<file path="src/rtl/uart_tx_fifo_if.sv">
// rtl/uart_tx_fifo_if.sv - write handshake bundle feeding the uart_tx_fifo buffer
interface uart_tx_fifo_if #(
  parameter int DATA_BITS = 8
);
  logic                 s_valid;
  logic                 s_ready;
  logic [DATA_BITS-1:0] s_data;

  modport master (output s_valid, output s_data, input s_ready);
  modport slave  (input s_valid, input s_data, output s_ready);
endinterface

</file>
<file path="src/rtl/uart_tx_fifo.sv">
// rtl/uart_tx_fifo.sv - FIFO-buffered UART transmitter, back-to-back LSB-first frames
// Parity state and logic are built only when UART_TX_PARITY_EN is defined.
module uart_tx_fifo #(
  parameter int CLK_FREQ   = 50000000,
  parameter int BAUD_RATE  = 9600,
  parameter int DATA_BITS  = 8,
  parameter int STOP_BITS  = 1,
  parameter int FIFO_DEPTH = 4,
  parameter int PARITY_ODD = 0
) (
  input  logic                        clk,
  input  logic                        rst_n,
  uart_tx_fifo_if.slave               s,
  input  logic                        parity_on,
  output logic                        tx,
  output logic                        tx_busy,
  output logic [$clog2(FIFO_DEPTH):0] fifo_count
);
  localparam int BAUD_DIV = CLK_FREQ / BAUD_RATE;
  localparam int BW       = $clog2(BAUD_DIV);
  localparam int AW       = $clog2(FIFO_DEPTH);
  localparam int CW       = AW + 1;
  localparam logic [BW-1:0] BAUD_LAST = BW'(BAUD_DIV - 1);
  localparam logic [3:0]    DATA_LAST = 4'(DATA_BITS - 1);
  localparam logic [3:0]    STOP_LAST = 4'(STOP_BITS - 1);
  localparam logic [CW-1:0] FULL      = CW'(FIFO_DEPTH);

  typedef enum logic [2:0] {
    IDLE, START, DATA,
`ifdef UART_TX_PARITY_EN
    PARITY,
`endif
    STOP
  } state_t;

  logic [DATA_BITS-1:0] mem [FIFO_DEPTH];
  logic [AW-1:0]        wr_ptr, rd_ptr;
  logic [DATA_BITS-1:0] head;
  logic                 push, pop;

  state_t               state, state_nxt;
  logic [BW-1:0]        baud_cnt, baud_nxt;
  logic [3:0]           bit_cnt, bit_nxt;
  logic [DATA_BITS-1:0] shift, shift_nxt;
  logic                 tx_nxt, busy_nxt, baud_end;

`ifdef UART_TX_PARITY_EN
  localparam logic ODD = (PARITY_ODD != 0);
  logic par_en, par_bit;
`else
  logic unused_parity_on;
  assign unused_parity_on = parity_on;
`endif

  assign s.s_ready = (fifo_count < FULL);
  assign push      = s.s_valid && s.s_ready;
  assign head      = mem[rd_ptr];

  always_ff @(posedge clk) begin
    if (push) mem[wr_ptr] <= s.s_data;
  end

  always_ff @(posedge clk or negedge rst_n) begin
    if (!rst_n) begin
      wr_ptr     <= '0;
      rd_ptr     <= '0;
      fifo_count <= '0;
    end else begin
      if (push) wr_ptr <= wr_ptr + 1'b1;
      if (pop)  rd_ptr <= rd_ptr + 1'b1;
      case ({push, pop})
        2'b10:   fifo_count <= fifo_count + 1'b1;
        2'b01:   fifo_count <= fifo_count - 1'b1;
        default: ;
      endcase
    end
  end

  always_ff @(posedge clk or negedge rst_n) begin
    if (!rst_n) begin
      state    <= IDLE;
      baud_cnt <= '0;
      bit_cnt  <= '0;
      shift    <= '0;
      tx       <= 1'b1;
      tx_busy  <= 1'b0;
`ifdef UART_TX_PARITY_EN
      par_en   <= 1'b0;
      par_bit  <= 1'b0;
`endif
    end else begin
      state    <= state_nxt;
      baud_cnt <= baud_nxt;
      bit_cnt  <= bit_nxt;
      shift    <= shift_nxt;
      tx       <= tx_nxt;
      tx_busy  <= busy_nxt;
`ifdef UART_TX_PARITY_EN
      // Parity mode and bit are fixed for the whole frame at pop time.
      if (pop) begin
        par_en  <= parity_on;
        par_bit <= (^head) ^ ODD;
      end
`endif
    end
  end

  always_comb begin
    state_nxt = state;
    baud_nxt  = baud_cnt + 1'b1;
    bit_nxt   = bit_cnt;
    shift_nxt = shift;
    tx_nxt    = tx;
    busy_nxt  = tx_busy;
    pop       = 1'b0;
    baud_end  = (baud_cnt == BAUD_LAST);
    case (state)
      IDLE: begin
        baud_nxt = '0;
        tx_nxt   = 1'b1;
        busy_nxt = 1'b0;
        if (fifo_count != '0) begin
          pop       = 1'b1;
          state_nxt = START;
          tx_nxt    = 1'b0;
          busy_nxt  = 1'b1;
        end
      end
      START: if (baud_end) begin
        baud_nxt  = '0;
        bit_nxt   = '0;
        state_nxt = DATA;
        tx_nxt    = shift[0];
      end
      DATA: if (baud_end) begin
        baud_nxt = '0;
        if (bit_cnt == DATA_LAST) begin
          bit_nxt = '0;
`ifdef UART_TX_PARITY_EN
          if (par_en) begin
            state_nxt = PARITY;
            tx_nxt    = par_bit;
          end else begin
            state_nxt = STOP;
            tx_nxt    = 1'b1;
          end
`else
          state_nxt = STOP;
          tx_nxt    = 1'b1;
`endif
        end else begin
          bit_nxt   = bit_cnt + 1'b1;
          shift_nxt = shift >> 1;
          tx_nxt    = shift[1];
        end
      end
`ifdef UART_TX_PARITY_EN
      PARITY: if (baud_end) begin
        baud_nxt  = '0;
        state_nxt = STOP;
        tx_nxt    = 1'b1;
      end
`endif
      STOP: if (baud_end) begin
        baud_nxt = '0;
        if (bit_cnt == STOP_LAST) begin
          bit_nxt = '0;
          // Chain straight into the next start bit so queued frames have no gap.
          if (fifo_count != '0) begin
            pop       = 1'b1;
            state_nxt = START;
            tx_nxt    = 1'b0;
          end else begin
            state_nxt = IDLE;
            busy_nxt  = 1'b0;
          end
        end else begin
          bit_nxt = bit_cnt + 1'b1;
        end
      end
      default: state_nxt = IDLE;
    endcase
    if (pop) shift_nxt = head;
  end
endmodule

</file>
<file path="src/flat_wrapper.sv">
// flat-port wrapper written by rule: the top's interface ports become plain ports
module uart_tx_fifo_flat 
#(
  parameter int CLK_FREQ   = 50000000,
  parameter int BAUD_RATE  = 9600,
  parameter int DATA_BITS  = 8,
  parameter int STOP_BITS  = 1,
  parameter int FIFO_DEPTH = 4,
  parameter int PARITY_ODD = 0
)
  (clk, rst_n, parity_on, tx, tx_busy, fifo_count, s_s_valid, s_s_data, s_s_ready);
  uart_tx_fifo_if #(.DATA_BITS(DATA_BITS)) s_i ();
  input  logic clk;
  input  logic rst_n;
  input  logic parity_on;
  output logic tx;
  output logic tx_busy;
  output logic [$clog2(FIFO_DEPTH):0] fifo_count;
  input wire logic [$bits(s_i.s_valid)-1:0] s_s_valid;
  input wire logic [$bits(s_i.s_data)-1:0] s_s_data;
  output wire logic [$bits(s_i.s_ready)-1:0] s_s_ready;
  assign s_i.s_valid = s_s_valid;
  assign s_i.s_data = s_s_data;
  assign s_s_ready = s_i.s_ready;
  uart_tx_fifo #(.CLK_FREQ(CLK_FREQ), .BAUD_RATE(BAUD_RATE), .DATA_BITS(DATA_BITS), .STOP_BITS(STOP_BITS), .FIFO_DEPTH(FIFO_DEPTH), .PARITY_ODD(PARITY_ODD)) u_core (.clk(clk), .rst_n(rst_n), .s(s_i), .parity_on(parity_on), .tx(tx), .tx_busy(tx_busy), .fifo_count(fifo_count));
endmodule
</file>
<file path="config.mk">
export PLATFORM = sky130hd
export DESIGN_NAME = uart_tx_fifo_flat
export DESIGN_NICKNAME = d
export VERILOG_FILES = /design/src/rtl/uart_tx_fifo_if.sv /design/src/rtl/uart_tx_fifo.sv /design/src/flat_wrapper.sv
export SDC_FILE = /design/constraint.sdc
export NUM_CORES = 1
export LEC_CHECK = 0
export BUFFER_PORTS_ARGS = -buffer_cell sky130_fd_sc_hd__buf_2
export CORE_UTILIZATION = 45
export CTS_CLUSTER_SIZE = 28
export DETAILED_ROUTE_END_ITERATION = 12
export PLACE_DENSITY = 0.63
export SYNTH_ARGS = -nofsm -noshare
export SYNTH_HDL_FRONTEND = slang
export SYNTH_SLANG_ARGS = --single-unit
export TNS_END_PERCENT = 1
</file>
<file path="constraint.sdc">
create_clock -name clk -period 3.1 [get_ports clk]
set_input_delay 0.465 -clock clk [delete_from_list [all_inputs] [get_ports clk]]
set_output_delay 0.465 -clock clk [all_outputs]
set_load 0.1 [all_outputs]
</file>
==> results.txt <==
----------------------------------------------------
[Outcome]
  Result of the run ... finished, final reports clean

[Power]
  Maximum VDD drop ... around 0.00042 V
  Cell leakage power ... roughly 1.4 nW
  Internal Dissipation ... about 2.1 mW
  Net switching power ... around 1.4 mW
  Clock power frac ... between 20% and 30%
  Power density over cell area ... around 950 nW/um^2
  Combinational fraction of design power ... around two fifths
  Proportion of power drawn by flip-flops and latches ... between 30% and 40%
  Fraction of power spent switching nets ... 39.7%

[STA]
  Slew at the pin closest to its max-slew limit ... ~820 ps
  Sum Neg Setup Slack ... 0 ps
  Worst slew margin relative to its limit ... 45.0%
  Final critical path time including I/O delays and setup ... ~2400 ps
  Number of endpoints failing setup at the final stage ... 0
  Final Hold Viols ... 0
  Final critical-path share of the clock period ... ~78%
  Worst Skew ... slightly above 10 ps
  Pins Over Slew Limit ... 0
  RSZ-0062 raised after global routing ... no
  Highest achievable clock rate ... 411 MHz

[Yosys]
  Most frequent cells after synthesis ... sky130_fd_sc_hd__dfrtp_1, sky130_fd_sc_hd__edfxtp_1, sky130_fd_sc_hd__nand2_1
  Most used flip-flop cell after synthesis ... sky130_fd_sc_hd__dfrtp_1
  Fraction of synthesized cell area taken by the top area cell type ... about 30%
  Asr flop ratio synth ... 52.9%
  XOR/XNOR Fraction of Synth Area ... slightly above 4%
  Mapped Nets ... roughly 280
  Synth Area per Inst ... between 10 and 15 um^2
  Fraction of the mapped netlist area in simple logic gates ... a little over an eighth
  Cell area after technology mapping ... roughly 3200 um^2
  Number of flip-flops and latches in the synthesized netlist ... slightly below 70
  Ys Warns ... 0
  Cells taking the most area after synthesis ... sky130_fd_sc_hd__edfxtp_1, sky130_fd_sc_hd__dfrtp_1, sky130_fd_sc_hd__mux4_2
  Dominant combinational cell family by area after synthesis ... simple AND/OR/NAND/NOR gates
  Share of the synthesized area in compound gates (AO/OA/AOI/OAI) ... 6.32%
  Area share of fa/ha/maj cells after synthesis ... 5.70%
  Multiplexer share of the synthesized area ... around a tenth
  Dominant cell by count in the synthesized netlist ... sky130_fd_sc_hd__dfrtp_1
  Largest area contributor in the netlist ... sky130_fd_sc_hd__edfxtp_1
  Number of library cell types mapped by synthesis ... 47
  Number of synthesized flops with an enable pin ... 32
  Share of synthesized area occupied by flip-flops and latches ... between 50% and 60%
  Synthesized instance count ... 249

[Global route]
  Total overflow reported by the global router ... 0
  GRT Util Overall ... between 10% and 20%
  First-pass GRT wire length ... roughly 9000 um
  Maximum number of pins on one net before global-route repair ... 37
  Initial antenna violation count ... 0
  Number of global-route vias before repair ... between 1.5k and 2k

[Setup path]
  Arrival time of data at the critical path endpoint ... approximately 2700 ps
  Worst R2R Start ... u_core.state[0]$_DFFE_PN0P_
  Crit path cell chain ... ha_1 > and4bb_2 > a41oi_1 > nor3_2 > ha_1 > inv_1 > fa_1 > xor2_1 > nor2_1 > xnor2_1
  Endpoint class of the critical path ... register
  Critical path's largest stage delay ... approximately 400 ps
  Startpoint Class ... register
  Critical Setup Path Class ... register to register
  Crit path max fanout ... 8
  End of the critical path ... u_core.fifo_count[2]$_DFFE_PN0P_
  Required time of the critical path ... between 3000 and 4000 ps
  R2r endpoint ... u_core.fifo_count[2]$_DFFE_PN0P_
  Reg2Reg Setup Slack ... roughly 670 ps
  Highest-delay cell along the critical path ... sky130_fd_sc_hd__dfrtp_1
  Number of cells traversed by the worst register-to-register path ... 10
  Worst path most repeated cell ... sky130_fd_sc_hd__ha_1
  Setup crit start ... u_core.state[0]$_DFFE_PN0P_

[Clock network]
  Reg clk slew, reported paths ... approximately 80 ps
  Num CTS Buffers ... 9
  TritonCTS clock tree ... done
  Post-CTS Setup Inserts ... 0
  # resized after CTS ... 0
  Clock H-tree levels ... 3
  Insertion delay of the later-clocked pin in the worst-skew pair ... around 340 ps
  Number of clock sinks ... 68
  Number of buffers added to fix hold violations after cts ... 0
  Buffer type at the clock tree root ... sky130_fd_sc_hd__clkbuf_8
  Buffer depth of the longest clock path ... 2

[Die]
  Die area ... between 7000 and 8000 um^2
  Die outline height ... roughly 86 um
  Standard cell core area ... ~7000 um^2
  Horizontal die dimension ... roughly 86 um
  Starting density of the core ... between 40% and 50%
  FP Rows ... 30
  Ports placed on the boundary ... 18

[Finish]
  Filler cell count ... around 630
  Design Area, Final ... about 3600 um^2
  Layout cells sized above 1 ... between 20% and 30%
  Synthesis-to-layout area growth ... 12.1%
  Antenna Cells ... 0
  NumNets Final ... just under 300

[Routing]
  TritonRoute pass-1 iters ... 4
  Routed via count divided by cell count ... 5.06
  DRT iter0 DRCs ... 26
  Number of vias after detailed routing ... approximately 1.9k
  Detailed-route DRC error count ... 0
  Number of routed nets with antenna violations ... 0
  Sum of routed wire length over all layers ... 5020 um
  Wire length per cell after detailed routing ... 13.5 um

[Place]
  Global placement routability congestion ... a little under 0.8
  Port buffer count ... 16
  Cell Area, Placed ... 3380 um^2
  Placed wire-length estimate ... 3480 um

[Worst hold path]
  Class of the tightest hold or removal check ... input port to async pin

[Run]
  Number of violations of the max-capacitance limit ... 0

----------------------------------------------------
[cell families (layout without fill, tap and decap cells)]
kind of cell / after synthesis / in the layout
AO/OA/AOI/OAI: 31 / 31
XOR/XNOR: 15 / 15
adder cells (fa/ha/maj): 14 / 14
buffers and inverters: 22 / 49
flip-flops: 68 / 68
multiplexers: 20 / 20
AND/OR/NAND/NOR: 79 / 79
[worst min-delay path by stage]
stage	from	endpoint	slack, ps	cells after the start
after floorplan	rst_n	u_core.baud_cnt[0]$_DFF_PN0_	170	0
after global placement	u_core.baud_cnt[0]$_DFF_PN0_	u_core.baud_cnt[0]$_DFF_PN0_	470	1
after detailed placement	u_core.baud_cnt[0]$_DFF_PN0_	u_core.baud_cnt[0]$_DFF_PN0_	480	1
after CTS	rst_n	u_core.fifo_count[2]$_DFFE_PN0P_	230	1
after global routing	rst_n	u_core.fifo_count[2]$_DFFE_PN0P_	260	1
final	rst_n	u_core.baud_cnt[3]$_DFF_PN0_	210	1
[layout by cell type, fill, tap and decap left out, types with 3 or more instances in the layout]
master | synthesis | routed
sky130_fd_sc_hd__dfrtp_1 | 35 | 35
sky130_fd_sc_hd__edfxtp_1 | 32 | 32
sky130_fd_sc_hd__nand2_1 | 26 | 26
sky130_fd_sc_hd__nor2_1 | 17 | 17
sky130_fd_sc_hd__o21ai_0 | 16 | 16
sky130_fd_sc_hd__buf_2 | 2 | 16
sky130_fd_sc_hd__inv_1 | 15 | 15
sky130_fd_sc_hd__ha_1 | 13 | 13
sky130_fd_sc_hd__xor2_1 | 10 | 10
sky130_fd_sc_hd__mux2i_1 | 9 | 9
sky130_fd_sc_hd__clkbuf_8 | 0 | 9
sky130_fd_sc_hd__mux4_2 | 8 | 8
sky130_fd_sc_hd__and2_1 | 5 | 5
sky130_fd_sc_hd__xnor2_1 | 5 | 5
sky130_fd_sc_hd__nor3_1 | 4 | 4
sky130_fd_sc_hd__and3_1 | 4 | 4
sky130_fd_sc_hd__a21oi_1 | 4 | 4
sky130_fd_sc_hd__nand3_1 | 4 | 4
sky130_fd_sc_hd__nand4_1 | 3 | 3
sky130_fd_sc_hd__mux2_2 | 3 | 3
[critical path, delay by kind of cell, from the launching register on]
family | cells | cell delay [ps]
and+or+nand+nor | 3 | 590
xor gates and xnor gates | 2 | 270
AOI/OAI and AO/OA | 1 | 140
DFF | 1 | 400
adders and majority gates | 3 | 910
buffers and inverters | 1 | 60
[sequential cells by signal (all words and copies together), names as in the netlist]
name,cells
u_core.wr_ptr,2
u_core.bit_cnt,4
u_core.fifo_count,3
u_core.rd_ptr,2
u_core.tx_busy,1
u_core.shift,8
u_core.baud_cnt,13
u_core.tx,1
u_core.mem,32
u_core.state,2
[layout make-up]
| class | instances | area [um^2] | share of cell area [%] |
|---|---|---|---|
| Clock buffer | 9 | 124 | 3.45 |
| Multi-Input combinational cell | 159 | 1250 | 34.8 |
| Clock inverter | 7 | 83.8 | 2.33 |
| Inverter | 15 | 56.3 | 1.57 |
| Sequential cell | 68 | 1860 | 51.9 |
| Timing Repair Buffer | 18 | 95.1 | 2.65 |
| Tap cell | 96 | 120 | 3.34 |
[stage by stage]
step           instances  total power [mW]  utilization, %  hold WS, ps  setup slack (ps)
3_3_place_gp         356              2.70            49.5          469               686
5_1_grt              372              3.68            52.6          263               505
4_1_cts              372              3.48            52.6          232               642
6_report             372              3.43            52.6          210               670
3_5_place_dp         356              2.73            49.5          477               656
2_1_floorplan        249              2.44               -          169               184
[per-layer routing]
layer	part of all wire (%)	GRT usage, %
met1	48	19.5
met2	48	25.8
met3	3.2	5.05
met4	1.2	6.36
met5	0	0
[power groups by stage]
| stage | clock, mW | sequential [mW] | combinational (mW) |
|---|---|---|---|
| 3_5_place_dp | 0 | 1.39 | 1.34 |
| 5_1_grt | 0.811 | 1.41 | 1.47 |
| 2_1_floorplan | 0 | 1.51 | 0.927 |
| 6_report | 0.749 | 1.37 | 1.31 |
| 3_3_place_gp | 0 | 1.38 | 1.31 |
| 4_1_cts | 0.769 | 1.37 | 1.34 |
Power figures use the tool's default switching activity.
